--- config.mk ---
export PLATFORM = sky130hd
export DESIGN_NAME = alu_seq_param
export DESIGN_NICKNAME = d
export VERILOG_FILES = /design/src/rtl/alu_pkg.sv /design/src/rtl/seq_muldiv_core.sv /design/src/rtl/alu_seq_param.sv
export SDC_FILE = /design/constraint.sdc
export NUM_CORES = 1
export LEC_CHECK = 0
export BUFFER_PORTS_ARGS = -buffer_cell sky130_fd_sc_hd__buf_2
export CAP_MARGIN = 20
export CORE_MARGIN = 2
export CORE_UTILIZATION = 35
export DETAILED_ROUTE_END_ITERATION = 7
export GPL_TIMING_DRIVEN = 0
export PLACE_DENSITY = 0.55
export SYNTH_ARGS = -nofsm -noshare
export SYNTH_HDL_FRONTEND = slang
export SYNTH_HIERARCHICAL = 1
export SYNTH_SLANG_ARGS = --single-unit
--- constraint.sdc ---
create_clock -name clk -period 3.2 [get_ports clk]
set_input_delay 0 -clock clk [delete_from_list [all_inputs] [get_ports clk]]
set_output_delay 0 -clock clk [all_outputs]
set_load 0.02 [all_outputs]
--- src/rtl/alu_pkg.sv ---
// Shared opcode map and MUL/DIV sequencer state encoding for alu_seq_param.
package alu_pkg;

    localparam logic [4:0] OP_ADD  = 5'd1;
    localparam logic [4:0] OP_SUB  = 5'd2;
    localparam logic [4:0] OP_MUL  = 5'd3;
    localparam logic [4:0] OP_DIV  = 5'd4;
    localparam logic [4:0] OP_SHR  = 5'd5;
    localparam logic [4:0] OP_SHL  = 5'd6;
    localparam logic [4:0] OP_SHRA = 5'd7;
    localparam logic [4:0] OP_ROR  = 5'd8;
    localparam logic [4:0] OP_ROL  = 5'd9;
    localparam logic [4:0] OP_AND  = 5'd10;
    localparam logic [4:0] OP_OR   = 5'd11;
    localparam logic [4:0] OP_NEG  = 5'd12;
    localparam logic [4:0] OP_XOR  = 5'd13;
    localparam logic [4:0] OP_NOR  = 5'd14;
    localparam logic [4:0] OP_NOT  = 5'd15;

    typedef enum logic [1:0] {
        ST_IDLE = 2'd0,
        ST_RUN  = 2'd1,
        ST_FIX  = 2'd2
    } state_t;

endpackage

--- src/rtl/seq_muldiv_core.sv ---
// Shared iterative radix-2 engine: shift-add multiply / restoring divide on
// operand magnitudes, with sign correction applied combinationally on result.
module seq_muldiv_core #(
    parameter int W = 32
) (
    input  logic           clk,
    input  logic           clr,
    input  logic           load,
    input  logic           is_div,
    input  logic [W-1:0]   a,
    input  logic [W-1:0]   b,
    output logic           fin,
    output logic [2*W-1:0] result
);

    localparam int CW = $clog2(W + 1);

    logic [2*W-1:0] r_acc;
    logic [W-1:0]   r_mag;
    logic [CW-1:0]  r_cnt;
    logic           r_neg_a;
    logic           r_neg_b;
    logic           r_div;

    logic [W-1:0]   w_abs_a;
    logic [W-1:0]   w_abs_b;
    logic [W:0]     w_add;
    logic [W:0]     w_rsh;
    logic [W:0]     w_rem_try;
    logic [2*W-1:0] w_next;
    logic [W-1:0]   w_quo;
    logic [W-1:0]   w_rem;

    assign w_abs_a = a[W-1] ? ({W{1'b0}} - a) : a;
    assign w_abs_b = b[W-1] ? ({W{1'b0}} - b) : b;
    assign fin     = (r_cnt == CW'(1));

    // One iteration step: MUL adds into the high half then shifts right,
    // DIV shifts {rem,quo} left and keeps the trial subtraction if it fits.
    always_comb begin
        w_add     = {1'b0, r_acc[2*W-1:W]} + (r_acc[0] ? {1'b0, r_mag} : {(W+1){1'b0}});
        w_rsh     = r_acc[2*W-1:W-1];
        w_rem_try = w_rsh - {1'b0, r_mag};
        w_next    = r_acc;
        if (r_div) begin
            if (w_rsh >= {1'b0, r_mag}) begin
                w_next = {w_rem_try[W-1:0], r_acc[W-2:0], 1'b1};
            end else begin
                w_next = {w_rsh[W-1:0], r_acc[W-2:0], 1'b0};
            end
        end else begin
            w_next = {w_add, r_acc[W-1:1]};
        end
    end

    // Sign correction: product sign is sa^sb; quotient sign sa^sb, remainder follows A.
    always_comb begin
        w_quo  = r_acc[W-1:0];
        w_rem  = r_acc[2*W-1:W];
        result = r_acc;
        if (r_div) begin
            result = {(r_neg_a ? ({W{1'b0}} - w_rem) : w_rem),
                      ((r_neg_a ^ r_neg_b) ? ({W{1'b0}} - w_quo) : w_quo)};
        end else begin
            result = (r_neg_a ^ r_neg_b) ? ({(2*W){1'b0}} - r_acc) : r_acc;
        end
    end

    // Operand latch on load, then one step per edge until the counter drains.
    always_ff @(posedge clk) begin
        if (clr) begin
            r_acc   <= {(2*W){1'b0}};
            r_mag   <= {W{1'b0}};
            r_cnt   <= {CW{1'b0}};
            r_neg_a <= 1'b0;
            r_neg_b <= 1'b0;
            r_div   <= 1'b0;
        end else if (load) begin
            r_acc   <= is_div ? {{W{1'b0}}, w_abs_a} : {{W{1'b0}}, w_abs_b};
            r_mag   <= is_div ? w_abs_b : w_abs_a;
            r_cnt   <= CW'(W);
            r_neg_a <= a[W-1];
            r_neg_b <= b[W-1];
            r_div   <= is_div;
        end else if (r_cnt != {CW{1'b0}}) begin
            r_acc   <= w_next;
            r_cnt   <= r_cnt - CW'(1);
        end
    end

endmodule

--- src/rtl/alu_seq_param.sv ---
// Handshaked parametrised ALU: single-cycle ops registered in one edge,
// MUL/DIV sequenced through the shared iterative core.
module alu_seq_param
    import alu_pkg::*;
#(
    parameter int W   = 32,
    parameter int SHW = $clog2(W)
) (
    input  logic           clk,
    input  logic           clr,
    input  logic           start,
    input  logic [4:0]     opcode,
    input  logic [W-1:0]   A,
    input  logic [W-1:0]   B,
    output logic           busy,
    output logic           done,
    output logic [2*W-1:0] C,
    output logic           div_by_zero
);

    state_t         r_state;
    state_t         w_state_nxt;
    logic [2*W-1:0] r_c;
    logic           r_done;
    logic           r_busy;
    logic           r_dbz;

    logic [W-1:0]   w_single;
    logic [SHW-1:0] w_shamt;
    logic [2*W-1:0] w_dbl;
    logic [2*W-1:0] w_ror_full;
    logic [2*W-1:0] w_rol_full;
    logic           w_b_zero;
    logic           w_is_div;
    logic           w_iter;
    logic           w_load;
    logic           w_fin;
    logic [2*W-1:0] w_core_res;

    assign busy        = r_busy;
    assign done        = r_done;
    assign C           = r_c;
    assign div_by_zero = r_dbz;

    assign w_shamt  = B[SHW-1:0];
    assign w_b_zero = (B == {W{1'b0}});
    assign w_is_div = (opcode == OP_DIV);
    assign w_iter   = (opcode == OP_MUL) || (w_is_div && !w_b_zero);

    seq_muldiv_core #(.W(W)) u_core (
        .clk    (clk),
        .clr    (clr),
        .load   (w_load),
        .is_div (w_is_div),
        .a      (A),
        .b      (B),
        .fin    (w_fin),
        .result (w_core_res)
    );

    // Single-cycle datapath; rotates use a doubled copy of A so amount 0 is safe.
    always_comb begin
        w_dbl      = {A, A};
        w_ror_full = w_dbl >> w_shamt;
        w_rol_full = w_dbl << w_shamt;
        w_single   = {W{1'b0}};
        case (opcode)
            OP_ADD:  w_single = A + B;
            OP_SUB:  w_single = A - B;
            OP_SHR:  w_single = A >> w_shamt;
            OP_SHL:  w_single = A << w_shamt;
            OP_SHRA: w_single = $signed(A) >>> w_shamt;
            OP_ROR:  w_single = w_ror_full[W-1:0];
            OP_ROL:  w_single = w_rol_full[2*W-1:W];
            OP_AND:  w_single = A & B;
            OP_OR:   w_single = A | B;
            OP_NEG:  w_single = {W{1'b0}} - B;
            OP_XOR:  w_single = A ^ B;
            OP_NOR:  w_single = ~(A | B);
            OP_NOT:  w_single = ~B;
            default: w_single = {W{1'b0}};
        endcase
    end

    // Sequencer next state and core load strobe.
    always_comb begin
        w_state_nxt = r_state;
        w_load      = 1'b0;
        case (r_state)
            ST_IDLE: begin
                if (start && w_iter) begin
                    w_state_nxt = ST_RUN;
                    w_load      = 1'b1;
                end else begin
                    w_state_nxt = ST_IDLE;
                end
            end
            ST_RUN: begin
                if (w_fin) begin
                    w_state_nxt = ST_FIX;
                end else begin
                    w_state_nxt = ST_RUN;
                end
            end
            ST_FIX:  w_state_nxt = ST_IDLE;
            default: w_state_nxt = ST_IDLE;
        endcase
    end

    // Output registers and handshake; clr dominates any concurrent start.
    always_ff @(posedge clk) begin
        if (clr) begin
            r_state <= ST_IDLE;
            r_c     <= {(2*W){1'b0}};
            r_done  <= 1'b0;
            r_busy  <= 1'b0;
            r_dbz   <= 1'b0;
        end else begin
            r_state <= w_state_nxt;
            r_done  <= 1'b0;
            case (r_state)
                ST_IDLE: begin
                    if (start) begin
                        r_dbz <= 1'b0;
                        if (w_iter) begin
                            r_busy <= 1'b1;
                        end else if (w_is_div) begin
                            r_c    <= {A, {W{1'b1}}};
                            r_done <= 1'b1;
                            r_dbz  <= 1'b1;
                        end else begin
                            r_c    <= {{W{1'b0}}, w_single};
                            r_done <= 1'b1;
                        end
                    end
                end
                ST_RUN: begin
                    r_busy <= 1'b1;
                end
                ST_FIX: begin
                    r_c    <= w_core_res;
                    r_done <= 1'b1;
                    r_busy <= 1'b0;
                end
                default: begin
                    r_busy <= 1'b0;
                end
            endcase
        end
    end

endmodule

# Yosys cells after proc, flatten, opt, wreduce, memory -nomap -nowiden
# Cells that the tools add are included.
# op_classes
eq_ne	21
reduce_logical	13
n_addsub	10
magnitude_cmp	1
bitwise	6
n_mux	33
shifts	5
# ops
op	n
$mux 64	9
$pmux 32 s13	1
$mux 32	7
$pmux 64 s2	1
$sub 1x32->32 const A	4
$not 32->32	2
$shl 64x5->64	1
$shr 64x5->32	1
$sub 1x64->64 const A	1
$sub 32x32->32	2
$eq 5x4->1 const B	8
$add 32x32->33	1
$ge 33x32->1	1
$add 32x32->32	1
$and 32x32->32	1
$logic_not 32->1	1
$or 32x32->32	1
$shl 32x5->32	1
$shr 32x5->32	1
$sshr 32x5->32	1
$xor 32x32->32	1
$eq 5x3->1 const B	4
$mux 6	2
$eq 5x2->1 const B	2
other kinds (20)	34
# totals
in_bits	72
output_inout_bits	67
regBits	174
wordCells	101

# Longest topological paths before layout
# depth
depth_word	8
depth_mapped	16

# By module
# Netlist, hierarchy kept.
# by_module_without_submodules
module	area_each_um2	cells_each	seq_area_each_um2	n_inst
alu_seq_param	15215.8	2091	1381.3	1
seq_muldiv_core	11903.9	1685	2102.0	1

# Worst setup path before layout
# OpenSTA, ideal clock, no wires.
# synth_timing
path_kind	input port to flip-flop
startpoint	input port B[3]
endpoint	register r_c[23] (netlist: C[23])
required_ps	3077
stages	14
setup_ps	123
t_arrival_ps	3234
slack_ps	-157
cell_sequence	buf_2 -> inv_2 -> buf_1 -> clkbuf_1 -> buf_1 -> ha_1 -> o211ai_1 -> a21oi_1 -> o211ai_1 -> a31oi_1 -> o41ai_1 -> xor2_1 -> o31ai_1 -> o21bai_1
# synth_via
elab_chain_cells	6
word_cells_on_any_way	19
classes_between	add/sub (3); eq/ne (1); shift (5); mux (5); reduce/logical (5)
# synth_rtl
element	line	source
start, declared	alu_seq_param.sv:14	input logic [W-1:0] B,
$sub 1x32->32, or another cell as far along	alu_seq_param.sv:77	OP_NEG: w_single = {W{1'b0}} - B;
$pmux 32 s13 or $logic_not 1->1 (tied branches)	alu_seq_param.sv:67, alu_seq_param.sv:48	
$mux 64 or $logic_and 1x1->1 (tied branches)	alu_seq_param.sv:127, alu_seq_param.sv:48	
$mux 64 or $logic_or 1x1->1 (tied branches)	alu_seq_param.sv:125, alu_seq_param.sv:48	
$mux 64 or $ne 2x2->1 (tied branches)	n/a	
$pmux 64 s2 or $reduce_and 3->1 (tied branches)	n/a	
end signal, assigned	alu_seq_param.sv:128	r_c <= {A, {W{1'b1}}};
end signal, assigned	alu_seq_param.sv:132	r_c <= {{W{1'b0}}, w_single};
end signal, assigned	alu_seq_param.sv:141	r_c <= w_core_res;
end, declared	alu_seq_param.sv:23	logic [2*W-1:0] r_c;
# Parallel ways exist; a longest one is shown, timed or not. The select of a mux whose other input is x is not followed.
# A chain may end at the register's enable or synchronous reset.

# Worst setup path in the final report
# layout_timing
startpoint	input port opcode[3]
endpoint	register r_c[21] (netlist: C[21])
# layout_via
elab_chain_cells	6
word_cells_on_any_way	24
classes_between	eq/ne (16); mux (5); reduce/logical (3)
# layout_rtl
element	line	source
start, declared	alu_seq_param.sv:12	input logic [4:0] opcode,
$eq 5x4->1, or another cell as far along	alu_seq_param.sv:67	case (opcode)
$pmux 32 s13	alu_seq_param.sv:67	
$mux 64	alu_seq_param.sv:127	end else if (w_is_div) begin
$mux 64	alu_seq_param.sv:125	if (w_iter) begin
$mux 64	alu_seq_param.sv:123	if (start) begin
$pmux 64 s2	alu_seq_param.sv:121	case (r_state)
# Parallel ways exist; a longest one is shown, timed or not. The select of a mux whose other input is x is not followed.

==> summary.txt <==
Power
  • VDD IR-drop max: 0.5585 mV
  • Power per cell area: 517.4 nW/um2
  • Leak: 12.80 nW

Worst hold path
  • Worst Hold Depth: 4
  • Hold Path Class: primary input to flop

Clock tree
  • H-tree Lvls: 4
  • Clock root buffer: clkbuf_16
  • Clock Latency Late Sink: 0.54 ns
  • Clk sinks: 174
  • Num CTS Buffers: 17
  • Clk slew on worst S/H paths: 0.08 ns
  • CTS tree: built
  • CTS Buffer Depth: 2

Place
  • Dpl cells: 4,972
  • PortBufs: 137
  • GPL Wtd Cong: 1.071
  • Final HPWL from detailed placement: 153,600 um

STA
  • Unrepaired setup endpoints after global routing: yes
  • Max Freq: 286.1 MHz
  • Final setup viols: 36
  • Setup TNS: -3.823 ns
  • Final hold violations: 0
  • Worst Skew: 0.03383 ns
  • Final Cycle Share: 109.2%
  • Worst slew pin tran: 1.254 ns
  • Final worst slack: -0.2957 ns
  • Final-report max-slew violation count: 0
  • Final min period: 3.496 ns
  • Max-slew headroom: 16.37%

Yosys
  • Yosys Warn Count: 6
  • Sequential area share after synthesis: 12.84%
  • Top_reg_cell synth: dfxtp_1
  • Post-synth top area cell: dfxtp_1
  • FFs w/ async S/R, synth: 0%
  • Top-count cell post-synth: nor2_1
  • Cell variety after synth: 108
  • FF+latch count, synth: 174
  • Synth Net Count: 4,026
  • Post-synth EDFFs: 0
  • Gate count of the mapped netlist: 3,776
  • Yosys top cell area share: 12.84%
  • Synth area leaders: dfxtp_1, ha_1, nor2_1, mux2i_1, mux4_2
  • Synth Cell Area: 27,120 um2
  • Avg Cell Area, Syn: 7.182 um2
  • Most frequent cells after synthesis: nor2_1, nand2_1, a21oi_1, o21ai_0, clkbuf_1

Die
  • Chip width: 282.4 um
  • Die ar.: 79,730 um2
  • Die height: 282.4 um
  • Core Box Area: 77,080 um2
  • Initial Util: 35.18%
  • I/O Pins: 139
  • Row count: 102

Worst setup path
  • WP depth: 10
  • CP Buf/Inv Count: 3
  • Crit path largest cell delay: 0.82 ns
  • Slowest cell on crit path: clkbuf_1
  • Crit path launch type: primary input
  • Crit end category: flop
  • Arr. time, crit path: 3.90 ns
  • Crit path max fanout: 10
  • Worst EP required: 3.60 ns
  • CP delay by family, top: compound AO/OA/AOI/OAI gates
  • WS Path Type: primary input to flop
  • Reg2Reg Depth: 12
  • Crit path cell chain: buf_2, clkbuf_1, and2_1, nand2_1, clkbuf_1, o211ai_1, a211oi_1, nand3_1, a211oi_1, o21bai_1

Cells and area
  • Layout area overhead: 20.47%
  • Fill cells: 8,279
  • Final cell count without fillers: 5,046
  • Final #Nets: 4,238
  • Footprint of the multi-input gates: 23,480 um2
  • Register Area: 3536 um2
  • Fraction of layout cells with a size suffix above 1: 21.72%

Job
  • Max-cap violations: 0

Outcome
  • Failing checks: setup timing
  • Status: complete, but fails checks

Detailed routing
  • Via density per instance: 6.836
  • DRC viols: 0
  • Wire length on met3: 22,180 um
  • M1 wire length: 73,900 um
  • Uppermost routed layer: met5
  • Post-Route WL: 191,000 um
  • DR pass1 iterations: 6
  • WL per Instance: 37.85 um
  • Drt initial violations: 4,989
  • Post-DRT Antenna Nets: 0
  • Vias post-DR: 34,490
  • Met2 WL: 78,200 um

Global route
  • Total track usage: 46.63%
  • Antenna violations before repair: 12
  • GRT Residual Overflow: 0
  • Largest net degree at the start of global routing: 19
  • First-pass GRT wire length: 257,300 um
  • Vias in the first global route: 31,500
## worst register-to-register path: cells and delay by family (launching register included)
family / cells / cell delay, ns
DFF: 1 / 0.34
and+or+nand+nor: 5 / 1.44
buffers and inverters: 1 / 0.30
xor gates and xnor gates: 1 / 0.31
AOI/OAI and AO/OA: 5 / 0.97
## cell type report
type | instances | share of cell area [%]
timing repair buffer | 241 | 4.887
antenna | 5 | 0.03830
clock inverter | 14 | 0.5209
multi-input combinational | 3143 | 71.88
tap | 1040 | 3.983
clock buffer | 18 | 1.344
buffer | 260 | 4.653
sequential | 174 | 10.82
inverter | 151 | 1.869
## cell families after synthesis
family | synth area share [%]
XOR/XNOR | 6.976
flip-flops | 12.84
buffers and inverters | 7.322
AND/OR/NAND/NOR | 21.59
AO/OA/AOI/OAI | 29.72
multiplexers | 13.23
adder cells (fa/ha/maj) | 8.323
## what timing repair did
item	4_1_cts	5_1_grt
resized for setup	354	263
cloned	2	1
endpoints found under the setup margin	158	100
setup buffers	47	33
hold endpoints to repair	3	0
pin swaps	90	96
hold buffers	3	0
## metal layers
| metal | up-vias | track usage (%) |
|---|---|---|
| li1 | 14450 | - |
| met1 | 16850 | 58.26 |
| met2 | 2518 | 68.02 |
| met3 | 657 | 14.12 |
| met4 | 12 | 33.06 |
| met5 | - | 0 |
## cells in the final DEF, fill, tap and decap left out, types with 20 or more instances in the layout
cell type,n
a21oi_1,266
nand2b_1,32
o22ai_1,34
nor3_1,69
mux2i_1,167
clkbuf_1,105
nand4_1,35
nor2_1,459
a21oi_2,21
a211oi_1,99
ha_1,147
dfxtp_1,150
buf_4,100
o31ai_1,29
inv_1,132
o21ai_1,29
a22oi_1,44
a22oi_2,26
buf_6,26
or2_2,20
o21ai_0,211
mux2_2,24
xor2_1,92
o211ai_1,48
a31oi_1,37
a211oi_2,23
buf_2,171
a21o_1,44
o21a_1,26
clkbuf_2,34
nand3_1,71
xnor2_1,111
mux4_2,65
nor4_1,25
nand2_1,344
## sequential cells by signal (all words and copies together), names as in the netlist
name / cells
div_by_zero: 1
u_core/r_cnt: 6
r_state: 2
C: 64
busy: 1
u_core/r_neg_b: 1
u_core/r_neg_a: 1
u_core/r_div: 1
u_core/r_mag: 32
done: 1
u_core/r_acc: 64
## worst paths after layout
| kind | startpoint | to | slack (ns) |
|---|---|---|---|
| worst max-delay path | opcode[3] | C[21] | -0.30 |
| worst min register to register | C[26] | C[26] | 0.46 |
| worst max register to register | u_core/r_acc[37] | C[49] | -0.24 |
| worst min-delay path | clr | u_core/r_acc[48] | 0.04 |
## report_power, final
part           internal [mW]  leakage (nW)  switching, mW
clock                   1.21         0.300           1.21
combinational           4.19          11.1           7.20
sequential              2.53          1.43          0.576
total                   7.92          12.8           8.98
## metrics by stage
step | util [%] | worst slack [ns] | hold WS, ns | power, mW | cell area [um2]
after floorplan | - | 0.03482 | 0.2192 | 9.053 | 27130
after global routing | 42.37 | -0.3311 | 0.03902 | 17.57 | 32660
final | 42.38 | -0.2957 | 0.04460 | 16.91 | 32670
after CTS | 40.96 | -0.1743 | 0.008046 | 16.04 | 31570
after global placement | 37.78 | -3.636 | 0.4328 | 12.56 | 29120
after detailed placement | 38.07 | -2.804 | 0.4340 | 12.57 | 29350
No activity file was read; power rests on OpenSTA's default activity.
